File: src/rtl/unpacker_gen_if.sv
// Handshake bundle for the width-reduction unpacker: the wide input transfer,
// the narrow output beat and the status strobes.
interface unpacker_gen_if #(
    parameter int IN_BYTES  = 160,
    parameter int OUT_BYTES = 32,
    parameter int VBC_W     = $clog2(IN_BYTES + 1)
);
    logic                   val;
    logic                   sop;
    logic                   eop;
    logic [VBC_W-1:0]       vbc;
    logic [IN_BYTES*8-1:0]  data;
    logic                   ready;

    logic                   o_val;
    logic                   o_sop;
    logic                   o_eop;
    logic [VBC_W-1:0]       o_vbc;
    logic [OUT_BYTES*8-1:0] o_data;
    logic                   o_ready;

    logic                   idle;
    logic                   vbc_err;

    modport master (
        output val, sop, eop, vbc, data, o_ready,
        input  ready, o_val, o_sop, o_eop, o_vbc, o_data, idle, vbc_err
    );

    modport slave (
        input  val, sop, eop, vbc, data, o_ready,
        output ready, o_val, o_sop, o_eop, o_vbc, o_data, idle, vbc_err
    );
endinterface

File: src/rtl/unpacker_gen.sv
// Width-reduction unpacker: holds one wide transfer and replays it as a train of
// OUT_BYTES beats with sop/eop/vbc marking, accepting the next transfer on the last beat.
module unpacker_gen #(
    parameter int IN_BYTES  = 160,
    parameter int OUT_BYTES = 32,
    parameter int VBC_W     = $clog2(IN_BYTES + 1)
) (
    input  logic          clk,
    input  logic          reset_L,
    unpacker_gen_if.slave bus
);
    localparam int NBEATS = IN_BYTES / OUT_BYTES;
    localparam int OW     = OUT_BYTES * 8;

    typedef enum logic [1:0] {
        ST_RESET = 2'd0,
        ST_IDLE  = 2'd1,
        ST_SEND  = 2'd2
    } state_t;

    state_t                state_r;
    logic                  sop_r;
    logic                  eop_r;
    logic                  vbc_err_r;
    logic [IN_BYTES*8-1:0] data_r;
    logic [VBC_W-1:0]      last_vbc_r;
    logic [VBC_W-1:0]      total_r;
    logic [VBC_W-1:0]      beat_r;

    logic [VBC_W-1:0]      vbc_m1_s;
    logic [VBC_W-1:0]      tot_s;
    logic [VBC_W-1:0]      last_vbc_s;
    logic                  legal_s;
    logic                  send_s;
    logic                  last_s;
    logic                  ready_s;
    logic                  accept_s;
    logic                  load_s;
    logic [VBC_W-1:0]      cur_vbc_s;
    logic [OW-1:0]         slice_s;
    logic [OW-1:0]         beat_data_s;

    // Decode the incoming transfer; working from vbc-1 keeps the beat count and
    // last-beat size inside VBC_W bits even for vbc == IN_BYTES.
    always_comb begin
        vbc_m1_s   = bus.vbc - VBC_W'(1);
        legal_s    = (bus.vbc != VBC_W'(0)) && (bus.vbc <= VBC_W'(IN_BYTES));
        tot_s      = (vbc_m1_s / VBC_W'(OUT_BYTES)) + VBC_W'(1);
        last_vbc_s = (vbc_m1_s % VBC_W'(OUT_BYTES)) + VBC_W'(1);
    end

    // Select and mask the current beat, and derive the input handshake.
    always_comb begin
        send_s    = (state_r == ST_SEND);
        last_s    = (beat_r == (total_r - VBC_W'(1)));
        cur_vbc_s = last_s ? last_vbc_r : VBC_W'(OUT_BYTES);
        slice_s   = '0;
        for (int k = 0; k < NBEATS; k++) begin
            slice_s = (beat_r == VBC_W'(k)) ? data_r[OW*k +: OW] : slice_s;
        end
        beat_data_s = '0;
        for (int j = 0; j < OUT_BYTES; j++) begin
            beat_data_s[8*j +: 8] = (VBC_W'(j) < cur_vbc_s) ? slice_s[8*j +: 8] : 8'h00;
        end
        ready_s  = (state_r == ST_IDLE) || (send_s && bus.o_ready && last_s);
        accept_s = bus.val && ready_s;
        load_s   = accept_s && legal_s;
    end

    assign bus.ready   = ready_s;
    assign bus.o_val   = send_s;
    assign bus.o_sop   = send_s && sop_r && (beat_r == VBC_W'(0));
    assign bus.o_eop   = send_s && eop_r && last_s;
    assign bus.o_vbc   = send_s ? cur_vbc_s : VBC_W'(0);
    assign bus.o_data  = send_s ? beat_data_s : OW'(0);
    assign bus.idle    = (state_r == ST_IDLE);
    assign bus.vbc_err = vbc_err_r;

    // Control FSM together with the holding register and beat counter.
    always_ff @(posedge clk or negedge reset_L) begin
        if (!reset_L) begin
            state_r    <= ST_RESET;
            sop_r      <= 1'b0;
            eop_r      <= 1'b0;
            vbc_err_r  <= 1'b0;
            data_r     <= '0;
            last_vbc_r <= '0;
            total_r    <= '0;
            beat_r     <= '0;
        end else begin
            vbc_err_r <= accept_s && !legal_s;
            if (load_s) begin
                sop_r      <= bus.sop;
                eop_r      <= bus.eop;
                data_r     <= bus.data;
                last_vbc_r <= last_vbc_s;
                total_r    <= tot_s;
                beat_r     <= VBC_W'(0);
            end else if (send_s && bus.o_ready && !last_s) begin
                beat_r <= beat_r + VBC_W'(1);
            end else begin
                beat_r <= beat_r;
            end
            case (state_r)
                ST_RESET: state_r <= ST_IDLE;
                ST_IDLE:  state_r <= load_s ? ST_SEND : ST_IDLE;
                ST_SEND: begin
                    if (bus.o_ready && last_s) begin
                        state_r <= load_s ? ST_SEND : ST_IDLE;
                    end else begin
                        state_r <= ST_SEND;
                    end
                end
                default:  state_r <= ST_RESET;
            endcase
        end
    end
endmodule

File: src/flat_wrapper.sv
// flat-port wrapper written by rule: the top's interface ports become plain ports
module unpacker_gen_flat 
#(
    parameter int IN_BYTES  = 160,
    parameter int OUT_BYTES = 32,
    parameter int VBC_W     = $clog2(IN_BYTES + 1)
)
  (clk, reset_L, bus_val, bus_sop, bus_eop, bus_vbc, bus_data, bus_o_ready, bus_ready, bus_o_val, bus_o_sop, bus_o_eop, bus_o_vbc, bus_o_data, bus_idle, bus_vbc_err);
  unpacker_gen_if #(.IN_BYTES(IN_BYTES), .OUT_BYTES(OUT_BYTES), .VBC_W(VBC_W)) bus_i ();
  input  logic clk;
  input  logic reset_L;
  input wire logic [$bits(bus_i.val)-1:0] bus_val;
  input wire logic [$bits(bus_i.sop)-1:0] bus_sop;
  input wire logic [$bits(bus_i.eop)-1:0] bus_eop;
  input wire logic [$bits(bus_i.vbc)-1:0] bus_vbc;
  input wire logic [$bits(bus_i.data)-1:0] bus_data;
  input wire logic [$bits(bus_i.o_ready)-1:0] bus_o_ready;
  output wire logic [$bits(bus_i.ready)-1:0] bus_ready;
  output wire logic [$bits(bus_i.o_val)-1:0] bus_o_val;
  output wire logic [$bits(bus_i.o_sop)-1:0] bus_o_sop;
  output wire logic [$bits(bus_i.o_eop)-1:0] bus_o_eop;
  output wire logic [$bits(bus_i.o_vbc)-1:0] bus_o_vbc;
  output wire logic [$bits(bus_i.o_data)-1:0] bus_o_data;
  output wire logic [$bits(bus_i.idle)-1:0] bus_idle;
  output wire logic [$bits(bus_i.vbc_err)-1:0] bus_vbc_err;
  assign bus_i.val = bus_val;
  assign bus_i.sop = bus_sop;
  assign bus_i.eop = bus_eop;
  assign bus_i.vbc = bus_vbc;
  assign bus_i.data = bus_data;
  assign bus_i.o_ready = bus_o_ready;
  assign bus_ready = bus_i.ready;
  assign bus_o_val = bus_i.o_val;
  assign bus_o_sop = bus_i.o_sop;
  assign bus_o_eop = bus_i.o_eop;
  assign bus_o_vbc = bus_i.o_vbc;
  assign bus_o_data = bus_i.o_data;
  assign bus_idle = bus_i.idle;
  assign bus_vbc_err = bus_i.vbc_err;
  unpacker_gen #(.IN_BYTES(IN_BYTES), .OUT_BYTES(OUT_BYTES), .VBC_W(VBC_W)) u_core (.clk(clk), .reset_L(reset_L), .bus(bus_i));
endmodule
File: config.mk
export PLATFORM = sky130hd
export DESIGN_NAME = unpacker_gen_flat
export DESIGN_NICKNAME = d
export VERILOG_FILES = /design/src/rtl/unpacker_gen_if.sv /design/src/rtl/unpacker_gen.sv /design/src/flat_wrapper.sv
export SDC_FILE = /design/constraint.sdc
export NUM_CORES = 2
export LEC_CHECK = 0
export BUFFER_PORTS_ARGS = -buffer_cell sky130_fd_sc_hd__buf_2
export CORE_AREA = 4 4 611 613
export CTS_CLUSTER_SIZE = 20
export DETAILED_ROUTE_END_ITERATION = 12
export DIE_AREA = 0 0 615 617
export GPL_ROUTABILITY_DRIVEN = 0
export PLACE_DENSITY = 0.45
export SYNTH_ARGS = -nofsm -noshare
export SYNTH_HDL_FRONTEND = slang
export SYNTH_SLANG_ARGS = --single-unit
export TNS_END_PERCENT = 5
File: constraint.sdc
create_clock -name clk -period 3.53 [get_ports clk]
set_input_delay 0.353 -clock clk [delete_from_list [all_inputs] [get_ports clk]]
set_output_delay 0.353 -clock clk [all_outputs]
set_load 0.01 [all_outputs]
-- Yosys cells after proc, flatten, opt, wreduce, memory -nomap -nowiden
Cells that the tools add are included.
- reduce and logical (&&, ||, !) cells: 19
- magnitude comparators: 33
- mux-type cells: 45
- equal/unequal tests: 7
- add/subtract/negate cells: 5
- operators with widths (cell ; count):
    $mux 256 ; 6
    $mux 8 ; 36
    $lt 5x8->1 const A ; 16
    $lt 4x8->1 const A ; 8
    $lt 3x8->1 const A ; 4
    $eq 8x2->1 const B ; 2
    $lt 1x8->1 const A ; 2
    $lt 2x8->1 const A ; 2
    $sub 8x1->8 const B ; 2
    $logic_and 1x1->1 ; 12
    $add 8x1->8 const B ; 1
    $eq 8x1->1 const B ; 1
    $eq 8x3->1 const B ; 1
    $eq 8x8->1 ; 1
    $le 8x8->1 const B ; 1
    $logic_not 8->1 ; 1
    $reduce_bool 8->1 ; 1
    $add 5x1->6 const B ; 1
    $pmux 2 s3 ; 1
    $add 3x1->4 const B ; 1
    $mux 2 ; 2
    $eq 2x1->1 const B ; 1
    $eq 2x2->1 const B ; 1
    $logic_not 1->1 ; 2
    3 further kinds ; 3
- logic and storage cells: 117
- register bits: 1309

-- Longest topological paths before layout
- depth in word-level cells: 9
- gate-level depth with buffers: 12

-- Worst setup path before layout
Ideal clock, no wire load.
- path kind: register to output
- from: register u_core.total_r[0]
- to: output bus_o_data[56]
- data arrival time: 2.316 ns
- setup slack: 0.861 ns
- data required time: 3.177 ns
- stages on the path, launching flop included: 11
- buffers on the path: 2
- path through: dfrtp_1 inv_1 ha_1 and2_1 a211o_1 a31o_1 buf_4 nand4bb_1 clkbuf_1 nor2_1 nor3_1
- longest elaborated chain between the ends: 6
- ends and longest elaborated chain (item ; RTL line ; source):
    start: declaration ; unpacker_gen.sv:27 ; logic [VBC_W-1:0] total_r;
    start signal: assignment ; unpacker_gen.sv:97 ; total_r <= tot_s;
    $sub 8x1->8 ; unpacker_gen.sv:55 ; last_s = (beat_r == (total_r - VBC_W'(1)));
    $eq 8x8->1 ; unpacker_gen.sv:55 ;
    $mux 8 ; unpacker_gen.sv:56 ; cur_vbc_s = last_s ? last_vbc_r : VBC_W'(OUT_BYTES);
    $lt 3x8->1 ; unpacker_gen.sv:63 ; beat_data_s[8*j +: 8] = (VBC_W'(j) < cur_vbc_s) ? slice_s[8*j +: 8] : 8'h00;
    $mux 8 ; unpacker_gen.sv:63 ;
    $mux 256 ; unpacker_gen.sv:75 ; assign bus.o_data = send_s ? beat_data_s : OW'(0);
    end: declaration ; flat_wrapper.sv:23 ; output wire logic [$bits(bus_i.o_data)-1:0] bus_o_data;
Every way passes these cells.

-- Worst setup path in the final report
- from: register u_core.total_r[1]
- to: output bus_o_data[81]
- longest elaborated chain between the ends: 6
- ends and longest elaborated chain (item ; RTL line):
    $sub 8x1->8 ; unpacker_gen.sv:55
    $eq 8x8->1 ; unpacker_gen.sv:55
    $mux 8 ; unpacker_gen.sv:56
    $lt 4x8->1 ; unpacker_gen.sv:63
    $mux 8 ; unpacker_gen.sv:63
    $mux 256 ; unpacker_gen.sv:75
Every way passes these cells.

==> flow_summary.ini <==
[placement]
place_ws_ps = -443.4
dp.cells = 11328
dp_hpwl_mm = 284.2
io_buffers = 1561
placed_area_mm2 = 0.08046

[worst_setup_path]
arrival_ps = 3460
r2r_slack_ps = 250
worstPathMaxFanout = 11
rr_worst_depth = 12
r2r-end = u_core.data_r[1077]
crit_path_start_kind = flop
crit_type = flop to primary output
end_kind = primary output
r2r_start = u_core.total_r[1]
crit_top_cell = buf_12
crit_slowest_cell = dfrtp_1
cpPeakStageDelay_ps = 400
crit_chain = inv_1 > ha_4 > and2_1 > a211o_1 > a31o_4 > nand4bb_4 > buf_12 > a21oi_4 > buf_12 > buf_6 > nor3_4 > buf_2
cp.required_ps = 3180

[clock_network]
cts_made_buffers = 168
clkTransAtPathRegs_ps = 60
cts_max_level = 4
clk_latency_ps = 850
clock_sinks = 1303
cts_buffer_depth = 4
root_buffer = clkbuf_16
cts_tree = yes

[detailed_routing]
route.detailed.drc = 0
first_pass_iters = 6
viasPerCell = 4.244
ant_nets = 0
routed_wl_mm = 369.4
via_count = 55418
avgRoutedWirePerCell_um = 28.29
drt_iter0_markers = 4260

[power]
power.total_mw = 82.05
peakVddDrop_uv = 454.6
power.share.combinational = 0.445
p_int_mw = 52.59
p_seq_frac = 0.338
swShare = 0.3591
clock_power_share = 0.217
power_density_mw_per_mm2 = 801.8
leakage_nw = 45.58
p_sw_mw = 29.47

[logic_synthesis]
ys_types = 53
synthTopCellsByCount = dfrtp_1 (1303), mux2_4 (990), a22oi_1 (504), nor2_1 (442), mux2_2 (300)
async_flop_share = 1.000
synth_enable_flop_cells = 0
synth.avg_cell_area_um2 = 13.07
ys_seq_elements = 1303
synth_top_area_share = 0.5069
syn-cell-area_mm2 = 0.06432
yosysSeqAreaShare = 0.5069
yosysWarnings = 0
ys.flop_type = dfrtp_1
synth_area_leaders = dfrtp_1 (51%), mux2_4 (23%), a22oi_1 (5.9%)
synthesis.instances = 4922
synth_top_cell_by_area = dfrtp_1
yosysMostFrequentCell = dfrtp_1

[grt]
grt_first_pass_wirelength_mm = 499.2
grt_antenna_before_repair = 151
grt_max_degree = 88
grt_usage = 0.1853
grt_pass1_vias = 59505
gr-total-overflow = 0

[floorplan]
start_util = 0.1748
core_mm2 = 0.3680
fp.dieW_um = 615
fp.dieH_um = 617
rows = 223
io_pins = 1564
die_area_mm2 = 0.3795

[cells_and_area]
fin_nets = 9327
fin_area_mm2 = 0.1023
drive_above_1_share = 0.4778
postLayoutCoreUtil = 0.2780
finalNonFillerCells = 13057
area_growth_pct = 59.08

[sta]
tightest_slew_ps = 1044
fmax_ghz = 0.2626
post-route-period-util = 1.079
slew_viol_final = 0
finalSetupViolations = 251
setup_ws_ps = -278.2
finalClockSkew_ps = 60.04
finalCriticalPeriod_ps = 3808
holdWs_ps = 149.4
finalSetupTns_ps = -26690
rsz0062_at_grt = yes
max-slew-margin-rel = 0.3041
hold_viol = 0

[run_status]
violations = negative setup slack
outcome = finished, violations left

[worst_hold_path]
min_path_type = primary input to asynchronous set/reset pin

[job]
drv_cap = 0
placed cells by master (no fill, tap or decap), drive strengths merged, types with 9 or more instances in the layout:
cell	netlist	routed
a21oi	254	254
a22oi	504	504
and2	12	12
and3	45	45
buf	175	2025
bufinv	0	13
clkbuf	223	245
clkinv	0	27
dfrtp	1303	1303
diode	0	70
dlygate4sd3	0	1294
inv	16	28
mux2	1290	1290
nand2	238	238
nor2	443	443
nor2b	12	12
nor3	32	32
o21a	9	9
o21ai	235	235
o22ai	39	39
o31ai	14	14
xnor2	12	12
power by group through the flow:
| stage | combinational, mW | sequential [mW] | clock [mW] |
|---|---|---|---|
| finish | 36.5 | 27.7 | 17.8 |
| global placement | 32.6 | 27.4 | 0 |
| global route | 38.9 | 28.4 | 18.8 |
| floorplan | 20.5 | 25.7 | 0 |
| detailed placement | 33.0 | 27.6 | 0 |
| CTS | 36.3 | 27.5 | 18.2 |
worst max-delay path by stage:
stage / slack [ps] / endpoint / depth (start not counted) / startpoint
after CTS: -490 / bus_o_data[166] / 12 / u_core.beat_r[1]
after detailed placement: -440 / bus_o_data[81] / 11 / u_core.total_r[2]
after global placement: -960 / bus_o_data[196] / 10 / u_core.total_r[2]
after floorplan: 860 / bus_o_data[56] / 10 / u_core.total_r[0]
after global routing: -470 / bus_o_data[83] / 12 / u_core.total_r[1]
final: -280 / bus_o_data[81] / 12 / u_core.total_r[1]
repair_timing:
| item | 4_1_cts | 5_1_grt |
|---|---|---|
| endpoints found under the hold margin | 1351 | 0 |
| resized for setup | 391 | 214 |
| setup buffers | 45 | 17 |
| setup endpoints to repair | 264 | 264 |
| hold buffers | 1294 | 0 |
| pin swaps | 50 | 31 |
| gates cloned | 10 | 2 |
critical path: cells and delay by family (launching register included):
family	cells	cell delay, ps
DFF	1	400
AOI/OAI and AO/OA	3	600
adders and majority gates	1	170
buffers and inverters	5	780
and+or+nand+nor	3	610
flip-flops by register name (all words and copies together), names as in the netlist:
register,count
u_core.last_vbc_r,6
u_core.data_r,1280
u_core.sop_r,1
u_core.total_r,4
u_core.eop_r,1
u_core.state_r,2
u_core.beat_r,8
u_core.bus.vbc_err,1
cell type report:
type	instances	area (um2)
Tap cell	4837	6052
Inverter	16	70.07
Fill cell	37856	265700
Multi-Input combinational cell	3206	30370
Timing Repair Buffer	3330	27480
Clock inverter	56	742.0
Sequential cell	1303	32610
Antenna cell	70	175.2
Clock buffer	239	4823
logic make-up (layout without fill, tap and decap cells):
| logic type | after synthesis | after routing | synth area share |
|---|---|---|---|
| DFF | 1303 | 1303 | 0.5069 |
| muxes | 1291 | 1291 | 0.2838 |
| AOI/OAI and AO/OA | 1082 | 1082 | 0.1072 |
| and+or+nand+nor | 803 | 803 | 0.05122 |
| buffers and inverters | 414 | 3641 | 0.04653 |
| xor gates and xnor gates | 20 | 20 | 0.002723 |
| adders and majority gates | 8 | 8 | 0.001556 |
| other | 1 | 72 | 0.00005830 |
layer usage:
layer / GRT usage / wire length [um] / up-vias
met5: 0 / 379 / -
met4: 0.07163 / 16320 / 60
met3: 0.03673 / 21500 / 647
met2: 0.2996 / 170700 / 2311
met1: 0.2429 / 160500 / 28313
li1: - / - / 24087
(Power assumes the default switching activity.)
